<file path="config.mk">
export PLATFORM = sky130hd
export DESIGN_NAME = foc_period_sched
export DESIGN_NICKNAME = d
export VERILOG_FILES = /design/src/rtl/foc_period_sched.sv
export SDC_FILE = /design/constraint.sdc
export NUM_CORES = 1
export LEC_CHECK = 0
export ABC_AREA = 1
export CAP_MARGIN = 15
export CORE_ASPECT_RATIO = 1.4
export CORE_UTILIZATION = 30
export CTS_CLUSTER_DIAMETER = 80
export CTS_CLUSTER_SIZE = 8
export DETAILED_ROUTE_END_ITERATION = 10
export PLACE_DENSITY = 0.6
export SLEW_MARGIN = 20
export SYNTH_ARGS = -nofsm -noshare
export SYNTH_HDL_FRONTEND = slang
export SYNTH_SLANG_ARGS = --single-unit
</file>
<file path="constraint.sdc">
create_clock -name clk -period 2.33 [get_ports clk]
set_clock_uncertainty 0.05 [all_clocks]
set_input_delay 0.466 -clock clk [delete_from_list [all_inputs] [get_ports clk]]
set_output_delay 0.466 -clock clk [all_outputs]
set_load 0.05 [all_outputs]
</file>
<file path="src/rtl/foc_period_sched.sv">
`default_nettype none
// +--------------------------------------------------------------------------+
// | foc_period_sched                                                         |
// | Per-PWM-period ADC/FOC scheduler with start-up shunt-offset calibration. |
// | Rev 1.0                                                                  |
// +--------------------------------------------------------------------------+
module foc_period_sched #(
  parameter int CAL_LOG2 = 6,
  parameter int DEADLINE = 24
) (
  input  logic               clk,
  input  logic               rst_n,
  input  logic               enable,
  input  logic [10:0]        pwm_cnt,
  input  logic               pwm_dir,
  output logic               adc_start,
  input  logic               adc_done,
  input  logic [11:0]        adc_ia,
  input  logic [11:0]        adc_ib,
  output logic               foc_start,
  input  logic               foc_done,
  input  logic [15:0]        foc_v_ph,
  input  logic [15:0]        foc_v_mag,
  output logic signed [15:0] ia_o,
  output logic signed [15:0] ib_o,
  output logic [15:0]        v_ph_o,
  output logic [15:0]        v_mag_o,
  output logic               pwm_en,
  output logic               cal_done,
  output logic               overrun,
  output logic [7:0]         overrun_cnt
);

  localparam int          c_ACC_W    = 12 + CAL_LOG2;
  localparam logic [10:0] c_DEADLINE = 11'(DEADLINE);

  typedef enum logic [2:0] {
    S_IDLE     = 3'd0,
    S_CAL_WAIT = 3'd1,
    S_CAL_ADC  = 3'd2,
    S_RUN_WAIT = 3'd3,
    S_RUN_ADC  = 3'd4,
    S_RUN_FOC  = 3'd5
  } state_t;

  state_t              r_state, w_state_nxt;
  logic [c_ACC_W-1:0]  r_acc_a, r_acc_b, w_acc_a_nxt, w_acc_b_nxt;
  logic [c_ACC_W-1:0]  w_acc_a_sum, w_acc_b_sum;
  logic [CAL_LOG2-1:0] r_smp_cnt, w_smp_cnt_nxt;
  logic [11:0]         r_off_a, r_off_b, w_off_a_nxt, w_off_b_nxt;
  logic signed [15:0]  w_ia_nxt, w_ib_nxt;
  logic [15:0]         w_v_ph_nxt, w_v_mag_nxt;
  logic                w_adc_start_nxt, w_foc_start_nxt, w_pwm_en_nxt, w_cal_done_nxt;
  logic                w_miss;
  logic [7:0]          w_overrun_cnt_nxt;
  logic                w_valley, w_deadline;

  assign w_valley    = (pwm_cnt == 11'd0);
  assign w_deadline  = !pwm_dir && (pwm_cnt == c_DEADLINE);
  assign w_acc_a_sum = r_acc_a + {{CAL_LOG2{1'b0}}, adc_ia};
  assign w_acc_b_sum = r_acc_b + {{CAL_LOG2{1'b0}}, adc_ib};

  always_comb begin
    w_state_nxt     = r_state;
    w_acc_a_nxt     = r_acc_a;
    w_acc_b_nxt     = r_acc_b;
    w_smp_cnt_nxt   = r_smp_cnt;
    w_off_a_nxt     = r_off_a;
    w_off_b_nxt     = r_off_b;
    w_ia_nxt        = ia_o;
    w_ib_nxt        = ib_o;
    w_v_ph_nxt      = v_ph_o;
    w_v_mag_nxt     = v_mag_o;
    w_adc_start_nxt = 1'b0;
    w_foc_start_nxt = 1'b0;
    w_pwm_en_nxt    = pwm_en;
    w_cal_done_nxt  = cal_done;
    w_miss          = 1'b0;

    if (!enable) begin
      w_state_nxt    = S_IDLE;
      w_pwm_en_nxt   = 1'b0;
      w_cal_done_nxt = 1'b0;
      w_acc_a_nxt    = '0;
      w_acc_b_nxt    = '0;
      w_smp_cnt_nxt  = '0;
    end else begin
      case (r_state)
        S_IDLE: begin
          w_acc_a_nxt   = '0;
          w_acc_b_nxt   = '0;
          w_smp_cnt_nxt = '0;
          w_state_nxt   = S_CAL_WAIT;
        end
        S_CAL_WAIT: begin
          if (w_valley) begin
            w_adc_start_nxt = 1'b1;
            w_state_nxt     = S_CAL_ADC;
          end
        end
        S_CAL_ADC: begin
          if (adc_done) begin
            w_acc_a_nxt   = w_acc_a_sum;
            w_acc_b_nxt   = w_acc_b_sum;
            w_smp_cnt_nxt = r_smp_cnt + CAL_LOG2'(1);
            // Counter at all-ones means this is the final sample of the batch.
            if (&r_smp_cnt) begin
              w_off_a_nxt    = w_acc_a_sum[c_ACC_W-1:CAL_LOG2];
              w_off_b_nxt    = w_acc_b_sum[c_ACC_W-1:CAL_LOG2];
              w_cal_done_nxt = 1'b1;
              w_pwm_en_nxt   = 1'b1;
              w_state_nxt    = S_RUN_WAIT;
            end else begin
              w_state_nxt = S_CAL_WAIT;
            end
          end
        end
        S_RUN_WAIT: begin
          if (w_valley) begin
            w_adc_start_nxt = 1'b1;
            w_state_nxt     = S_RUN_ADC;
          end
        end
        S_RUN_ADC: begin
          if (w_deadline) begin
            w_miss = 1'b1;
          end else if (adc_done) begin
            w_ia_nxt        = {4'b0, adc_ia} - {4'b0, r_off_a};
            w_ib_nxt        = {4'b0, adc_ib} - {4'b0, r_off_b};
            w_foc_start_nxt = 1'b1;
            w_state_nxt     = S_RUN_FOC;
          end
        end
        S_RUN_FOC: begin
          if (w_deadline) begin
            w_miss = 1'b1;
          end else if (foc_done) begin
            w_v_ph_nxt  = foc_v_ph;
            w_v_mag_nxt = foc_v_mag;
            w_state_nxt = S_RUN_WAIT;
          end
        end
        default: w_state_nxt = S_IDLE;
      endcase
      if (w_miss) begin
        w_state_nxt = S_RUN_WAIT;
      end
    end
  end

  assign w_overrun_cnt_nxt = (w_miss && (overrun_cnt != 8'hFF)) ? overrun_cnt + 8'd1
                                                                  : overrun_cnt;

  always_ff @(posedge clk or negedge rst_n) begin
    if (!rst_n) begin
      r_state     <= S_IDLE;
      r_acc_a     <= '0;
      r_acc_b     <= '0;
      r_smp_cnt   <= '0;
      r_off_a     <= '0;
      r_off_b     <= '0;
      ia_o        <= '0;
      ib_o        <= '0;
      v_ph_o      <= '0;
      v_mag_o     <= '0;
      adc_start   <= 1'b0;
      foc_start   <= 1'b0;
      pwm_en      <= 1'b0;
      cal_done    <= 1'b0;
      overrun     <= 1'b0;
      overrun_cnt <= '0;
    end else begin
      r_state     <= w_state_nxt;
      r_acc_a     <= w_acc_a_nxt;
      r_acc_b     <= w_acc_b_nxt;
      r_smp_cnt   <= w_smp_cnt_nxt;
      r_off_a     <= w_off_a_nxt;
      r_off_b     <= w_off_b_nxt;
      ia_o        <= w_ia_nxt;
      ib_o        <= w_ib_nxt;
      v_ph_o      <= w_v_ph_nxt;
      v_mag_o     <= w_v_mag_nxt;
      adc_start   <= w_adc_start_nxt;
      foc_start   <= w_foc_start_nxt;
      pwm_en      <= w_pwm_en_nxt;
      cal_done    <= w_cal_done_nxt;
      overrun     <= w_miss;
      overrun_cnt <= w_overrun_cnt_nxt;
    end
  end

endmodule
`default_nettype wire
</file>
# Yosys cells after proc, flatten, opt, wreduce, memory -nomap -nowiden
# Cells that the tools add are included.
[totals]
regBits = 145
inputBits = 73
wordCells = 90
[classes]
n_eq_ne = 19
bitwise_logic = 1
addsub = 6
reduce_logical = 14
n_mux = 35
[ops]
columns = ["op", "n"]
rows = [
  ["18-bit 2-to-1 mux", 4],
  ["18-bit one-hot mux with 2 select lines", 2],
  ["18-bit by 12-bit adder with 18-bit output", 2],
  ["4-bit != test, second input constant", 7],
  ["3-bit 2-to-1 mux", 9],
  ["12-bit by 12-bit subtractor with 13-bit output", 2],
  ["3-bit one-hot mux with 6 select lines", 1],
  ["1-bit 2-to-1 mux", 15],
  ["6-bit 2-to-1 mux", 2],
  ["6-bit one-hot mux with 2 select lines", 1],
  ["11-bit by 5-bit equality test with 1-bit output, second input constant", 1],
  ["11-bit zero test", 1],
  ["9-bit AND reduction", 1],
  ["8-bit by 1-bit adder with 8-bit output, second input constant", 1],
  ["8-bit != test, second input constant", 1],
  ["4-bit AND reduction", 2],
  ["7-bit AND reduction", 1],
  ["6-bit by 1-bit adder with 6-bit output, second input constant", 1],
  ["3-bit by 2-bit equality test with 1-bit output, second input constant", 2],
  ["3-bit equality test, second input constant", 2],
  ["2-bit by 1-bit != test with 1-bit output, second input constant", 3],
  ["6-bit AND reduction", 1],
  ["2-bit OR reduction", 2],
  ["3-bit by 1-bit equality test with 1-bit output, second input constant", 1],
  ["other kinds (9)", 10],
]

# Logic depth before layout (Yosys ltp)
# Gate-level depths: netlist of the first run.
[logic_depth]
ltp_word = 7
mapped_depth = 13
ltp_nobuf = 13

# Worst setup path before layout of the first run
# Ideal clock, no wire load.
[synth_timing]
kind = "input -> register"
start = "input port adc_ia[0]"
end = "register r_off_a[2]"
required_time_ns = 2.154
setup_time_ns = 0.126
path_stages = 9
arrival_time_ns = 1.802
setup_slack_ns = 0.352
n_path_buf = 0
path_cell_list = "ha_1 > fa_1 > nand3_1 > nand2_1 > nand2_1 > nand2_1 > or2_2 > nand3_1 > o21ai_0"
[synth_between]
elab_chain_len = 1
[synth_rtl]
columns = ["item", "line_no", "text"]
rows = [
  ["from (decl)", "18", "input logic [11:0] adc_ia,"],
  ["18-bit by 12-bit adder with 18-bit output", "60", "assign w_acc_a_sum = r_acc_a + {{CAL_LOG2{1'b0}}, adc_ia};"],
  ["to (signal assigned)", "177", "r_off_a <= w_off_a_nxt;"],
  ["to (decl)", "50", "logic [11:0] r_off_a, r_off_b, w_off_a_nxt, w_off_b_nxt;"],
]
# No other way between the ends.
# A chain may end at the register's enable or synchronous reset.

# Final worst setup path of the first run
[layout_timing]
start = "register overrun_cnt[4]"
end = "output port overrun_cnt[4]"
[layout_lines]
columns = ["item", "line_no", "text"]
rows = [
  ["from (decl)", "31", "output logic [7:0] overrun_cnt"],
  ["from (signal assigned)", "188", "overrun_cnt <= w_overrun_cnt_nxt;"],
]
# No word-level cell between the ends.

==> results of run 1 <==
[metal layers]
metal / GRT usage [%] / vias up / wire length, µm
met1: 19.6 / 3667 / 9900
met3: 4.07 / 26 / 1130
li1: - / 4204 / -
met5: 0 / - / 0
met2: 29.2 / 183 / 11000
met4: 6.32 / 0 / 440
[through the flow]
step	total power (µW)	area [µm²]	hold WS [ns]	TNS (ns)	instances
6_report	9860	11700	0.429	0	1779
5_1_grt	10400	11700	0.445	0	1779
4_1_cts	10000	11700	0.432	0	1779
3_5_place_dp	7340	11100	0.400	-5.68	1746
3_3_place_gp	7310	11100	0.399	-4.52	1746
2_1_floorplan	5840	8530	0.120	0	1157
[flip-flops by register name, summed over array words and instances, names as in the netlist, 3 cells and up]
name	cells
r_off_b	12
r_off_a	12
r_acc_a	18
v_mag_o	16
r_acc_b	18
overrun_cnt	8
ia_o	13
r_smp_cnt	6
v_ph_o	16
r_state	3
ib_o	13
[worst max-delay path by stage]
stage	start	end	slack [ns]	cells after the start
floorplan	adc_ia[0]	r_off_a[2]$_DFFE_PN0P_	0.35	9
global placement	adc_ib[0]	r_off_b[10]$_DFFE_PN0P_	-0.18	12
detailed placement	adc_ia[0]	r_off_a[2]$_DFFE_PN0P_	-0.19	10
CTS	overrun_cnt[4]$_DFFE_PN0P_	overrun_cnt[4]	0.07	1
global route	overrun_cnt[3]$_DFFE_PN0P_	overrun_cnt[3]	0.03	1
finish	overrun_cnt[4]$_DFFE_PN0P_	overrun_cnt[4]	0.1	1
[report_power, final]
group	total (µW)	switching, µW	internal, µW
sequential	3150	279	2870
clock	2590	1120	1470
combinational	4120	2670	1450
[cell usage in the layout, fill, tap and decap left out, drive strengths merged]
| master | netlist | final |
|---|---|---|
| clkinvlp | 0 | 5 |
| ha | 50 | 50 |
| clkdlybuf4s50 | 0 | 148 |
| nor2 | 79 | 79 |
| nor4 | 2 | 2 |
| a21oi | 48 | 48 |
| clkbuf | 9 | 18 |
| fa | 4 | 4 |
| a22o | 3 | 3 |
| nand3b | 10 | 10 |
| o211ai | 1 | 1 |
| nor3 | 12 | 12 |
| dfrtp | 139 | 139 |
| buf | 22 | 102 |
| nand4 | 19 | 19 |
| inv | 149 | 152 |
| nand3 | 96 | 96 |
| dlygate4sd3 | 0 | 1 |
| a31oi | 2 | 2 |
| o21bai | 4 | 4 |
| or2 | 6 | 6 |
| a211oi | 1 | 1 |
| o22ai | 2 | 2 |
| o21a | 2 | 2 |
| xnor2 | 13 | 13 |
| xor2 | 11 | 11 |
| o21ai | 100 | 100 |
| nand2 | 369 | 369 |
| bufinv | 0 | 1 |
| a21o | 3 | 3 |
| clkinv | 1 | 6 |
[final cells by class]
type,count,area share [%]
repair buffers,251,19.9
inverters,150,4.81
multi-input cells,837,36.9
flip-flops and latches,139,29.7
clock buffers,18,3.67
well taps,370,3.96
clock inverters,14,1.05
[cell usage after synthesis (13+ instances only)]
| cell | instances |
|---|---|
| o21ai_1 | 16 |
| nand4_1 | 18 |
| dfrtp_1 | 139 |
| a21oi_1 | 48 |
| xnor2_1 | 13 |
| nor2_1 | 76 |
| ha_1 | 50 |
| o21ai_0 | 83 |
| inv_1 | 145 |
| nand3_1 | 95 |
| nand2_1 | 369 |
[cells by family after synthesis]
group,share of synthesized area [%]
buf+inv,8.65
compound gates,10.4
flops,40.8
xor+xnor,2.46
fa+ha+maj,8.27
simple gates,29.4
==> impl_metrics.json, run 1 <==
{
  "final_nets": 1523,
  "path_delay_family": "buffers and inverters",
  "drt_first_pass_iters": 5,
  "die_w_um": 145,
  "slowest_delay_ns": 0.85,
  "power.density_mw_per_mm2": 843,
  "antenna_found_initial": 0,
  "start_util_pct": 30.7,
  "final_util_pct": 42.1,
  "clock_latency_ns": 0.43,
  "min_path_type": "flip-flop to flip-flop",
  "cp-end-kind": "output pin",
  "grt_pass1_vias": 8115,
  "first_iter_violations": 284,
  "reg2reg_setup_slack_ns": 0.34,
  "min_period_ns": 2.23,
  "slew_headroom_pct": 64.7,
  "holdPathEnd": "ib_o[11]$_DFFE_PN0P_",
  "place_ws_ns": -0.191,
  "layout_setup_ws_ns": 0.0961,
  "fillers": 2902,
  "portBuffers": 149,
  "post-route-period-util_pct": 95.9,
  "cts_made_buffers": 17,
  "yosysUniqueCellTypes": 37,
  "r2r-end": "r_off_a[2]$_DFFE_PN0P_",
  "cp_num_buf_inv": 1,
  "grt_max_degree": 52,
  "outcome": "complete, no violations",
  "yosys.area.top_type": "dfrtp_1",
  "wirelength_mm": 22.5,
  "r2r_start": "r_acc_a[0]$_DFFE_PN0P_",
  "hold_depth": 2,
  "ys_top_cells_by_area": "dfrtp_1 41%, nand2_1 16%, ha_1 7.3%",
  "die_y_um": 202,
  "cap_violations": 0,
  "num_vias": 8080,
  "ir_drop_mv": 0.595,
  "worst-setup-path-type": "flip-flop to output pin",
  "path_cells": "clkdlybuf4s50_1",
  "route.detailed.drc": 0,
  "yosysTopAreaCellShare_pct": 40.8,
  "fmax_ghz": 0.448,
  "ios": 150,
  "synthesis.nets": 1284,
  "crit_fanout": 6,
  "htreeDepth": 4,
  "power.leakage_uw": 0.00600,
  "rsz0062_at_grt": "no",
  "post_drt_wl_per_cell_um": 12.6,
  "areaGrowthSynthToFinish_pct": 37.1,
  "syn-cell-area_mm2": 0.00853,
  "arrival_ns": 1.72,
  "synth_edf_count": 0,
  "gr-total-overflow": 0,
  "setup_viol": 0,
  "synth-main-ff-cell": "dfrtp_1",
  "worstSetupStartpointType": "flip-flop",
  "hold_viol_final": 0,
  "register_area_mm2": 0.00348,
  "slew_violations": 0,
  "synth-seq-cells": 139,
  "root_buffer": "clkbuf_16",
  "core_area_mm2": 0.0277,
  "clk_pin_slew_ns": 0.06,
  "syn-instance-count": 1157,
  "synth.avg_cell_area_um2": 7.37,
  "clk_path_buf_depth": 2,
  "die-area_mm2": 0.0291,
  "reg2reg_depth": 9,
  "cts_resized": 0,
  "ys_seq_area_share_pct": 40.8,
  "critPathSlowestCell": "clkdlybuf4s50_1",
  "cts_sinks": 139,
  "antenna_cells": 0,
  "place.gp.congestion": 0.907,
  "cts_tree": "built",
  "worst_pin_slew_ns": 0.528,
  "routed_via_density": 4.54,
  "drive_above_1_share_pct": 10.6,
  "multi_input_area_mm2": 0.00432,
  "post-dp-hpwl_mm": 17.2,
  "rows": 72,
  "synthArstFlopShare_pct": 100,
  "cp.required_ns": 1.81,
  "grt_pass1_wl_mm": 38.6,
  "yosys_warnings": 0,
  "post_cts_buffers": 0,
  "cts_hold_buf": 1,
  "grt_usage_pct": 16.8,
  "hp-start": "ib_o[11]$_DFFE_PN0P_",
  "ant_nets": 0
}
(Power assumes the default switching activity.)
==> run 2: changes to the inputs <==
--- a/config.mk
+++ b/config.mk
@@ -10,9 +10,9 @@
 export CORE_ASPECT_RATIO = 1.4
 export CORE_UTILIZATION = 30
 export CTS_CLUSTER_DIAMETER = 80
-export CTS_CLUSTER_SIZE = 8
 export DETAILED_ROUTE_END_ITERATION = 10
 export PLACE_DENSITY = 0.6
+export REMOVE_ABC_BUFFERS = 1
 export SLEW_MARGIN = 20
 export SYNTH_ARGS = -nofsm -noshare
 export SYNTH_HDL_FRONTEND = slang
==> run 2 against run 1 <==
  * Register-to-register slack got worse by 0.02 ns
  * Flip-flop and latch count did not move
  * Die area did not move
  * Critical endpoint unchanged
  * Largest cell class unchanged
  * Highest routed layer unchanged
==> impl_metrics.json, run 2 (synthesis results as in run 1) <==
{
  "layout_setup_ws_ns": 0.0877,
  "areaGrowthSynthToFinish_pct": 36.9,
  "gr-total-overflow": 0,
  "grt_pass1_wl_mm": 38.3,
  "path_delay_family": "buffers and inverters",
  "ant_nets": 0,
  "cts_made_buffers": 17,
  "die_y_um": 202,
  "final.setup.tns_ns": 0,
  "portBuffers": 149,
  "fillers": 2893,
  "r2r-end": "r_off_a[2]$_DFFE_PN0P_",
  "htreeDepth": 4,
  "cts_tree": "built",
  "holdPathEnd": "ia_o[4]$_DFFE_PN0P_",
  "antenna_found_initial": 0,
  "worstSetupStartpointType": "flip-flop",
  "r2r_start": "r_acc_a[0]$_DFFE_PN0P_",
  "slew_violations": 0,
  "power.leakage_uw": 0.00598,
  "hold_depth": 2,
  "reg.largest.list": "r_acc_a x18, r_acc_b x18",
  "slowest_delay_ns": 0.84,
  "drt_first_pass_iters": 4,
  "rows": 72,
  "cts_sinks": 139,
  "antenna_cells": 0,
  "grt_usage_pct": 16.6,
  "post_cts_buffers": 0,
  "die-area_mm2": 0.0291,
  "hp-start": "ia_o[4]$_DFFE_PN0P_",
  "ir_drop_mv": 0.536,
  "crit_fanout": 6,
  "layout_commonest_cell": "nand2_1",
  "min_path_type": "flip-flop to flip-flop",
  "reg2reg_setup_slack_ns": 0.32,
  "core_area_mm2": 0.0277,
  "path_cells": "clkdlybuf4s50_1",
  "final_nets": 1513,
  "grt_pass1_vias": 8134,
  "register_area_mm2": 0.00348,
  "clk_pin_slew_ns": 0.06,
  "post_drt_wl_per_cell_um": 12.6,
  "drive_above_1_share_pct": 10.1,
  "slew_headroom_pct": 62.8,
  "worst-setup-path-type": "flip-flop to output pin",
  "route.detailed.drc": 0,
  "place.gp.congestion": 0.868,
  "routed_via_density": 4.51,
  "cp-end-kind": "output pin",
  "fin_total_pwr_uw": 10000,
  "place_ws_ns": -0.253,
  "fin_hold_ws_ns": 0.427,
  "cts_hold_buf": 1,
  "post-route-period-util_pct": 96.2,
  "reg2reg_depth": 9,
  "multi_input_area_mm2": 0.00432,
  "start_util_pct": 30.7,
  "clk_path_buf_depth": 2,
  "worst_pin_slew_ns": 0.559,
  "grt_max_degree": 65,
  "cts_resized": 0,
  "arrival_ns": 1.73,
  "ios": 150,
  "clock_latency_ns": 0.44,
  "fmax_ghz": 0.446,
  "outcome": "complete, no violations",
  "cap_violations": 0,
  "layout_common_cells": "369 x nand2_1, 148 x clkdlybuf4s50_1, 145 x inv_1, 139 x dfrtp_1, 95 x nand3_1",
  "cp_num_buf_inv": 1,
  "min_period_ns": 2.24,
  "num_vias": 7983,
  "setup_viol": 0,
  "first_iter_violations": 356,
  "power.density_mw_per_mm2": 860,
  "die_w_um": 145,
  "cp.required_ns": 1.81,
  "hold_viol_final": 0,
  "wirelength_mm": 22.3,
  "root_buffer": "clkbuf_16",
  "critPathSlowestCell": "clkdlybuf4s50_1",
  "rsz0062_at_grt": "no",
  "post-dp-hpwl_mm": 17.2
}
==> run 2: changes by cell type in the layout (fill, tap and decap cells not counted), sizes merged <==
cell      previous run  this run
buf                102        92
bufinv               1         2
clkbuf              18        19
clkinv               6         5
clkinvlp             5         4
==> run 2: power breakdown <==
group	internal, µW	switching, µW
clock	1640	1130
sequential	2870	283
combinational	1450	2660
total	5960	4070
==> run 2: area by class of cell <==
type | count | share of cell area, %
flip-flops and latches | 139 | 29.8
well taps | 370 | 3.97
inverters | 150 | 4.82
clock buffers | 19 | 3.88
clock inverters | 13 | 1.20
multi-input cells | 837 | 37.0
repair buffers | 241 | 19.4
==> run 2: layer usage <==
| layer | vias up | GRT usage, % | wire length [µm] |
|---|---|---|---|
| li1 | 4191 | - | - |
| met1 | 3608 | 19.0 | 9440 |
| met2 | 148 | 29.6 | 11400 |
| met3 | 36 | 3.28 | 839 |
| met4 | 0 | 6.73 | 574 |
| met5 | - | 0 | 0 |
==> run 2: per-stage QoR <==
stage / std cells / area (µm²) / util (%)
5_1_grt: 1769 / 11700 / 42.1
2_1_floorplan: 1126 / 8350 / -
3_3_place_gp: 1736 / 11100 / 39.9
4_1_cts: 1769 / 11700 / 42.1
3_5_place_dp: 1736 / 11100 / 39.9
6_report: 1769 / 11700 / 42.1
==> run 2: worst max path at each step <==
stage                                           from                       to  slack (ns)  cells after the start
after floorplan             r_smp_cnt[0]$_DFFE_PN0P_   r_off_a[0]$_DFFE_PN0P_        -0.1                      8
after global placement                     adc_ib[0]  r_off_b[10]$_DFFE_PN0P_       -0.21                     12
after detailed placement                   adc_ib[6]  r_acc_b[17]$_DFFE_PN0P_       -0.25                     11
after CTS                 overrun_cnt[4]$_DFFE_PN0P_           overrun_cnt[4]        0.06                      1
after global routing      overrun_cnt[4]$_DFFE_PN0P_           overrun_cnt[4]        0.02                      1
final                     overrun_cnt[4]$_DFFE_PN0P_           overrun_cnt[4]        0.09                      1
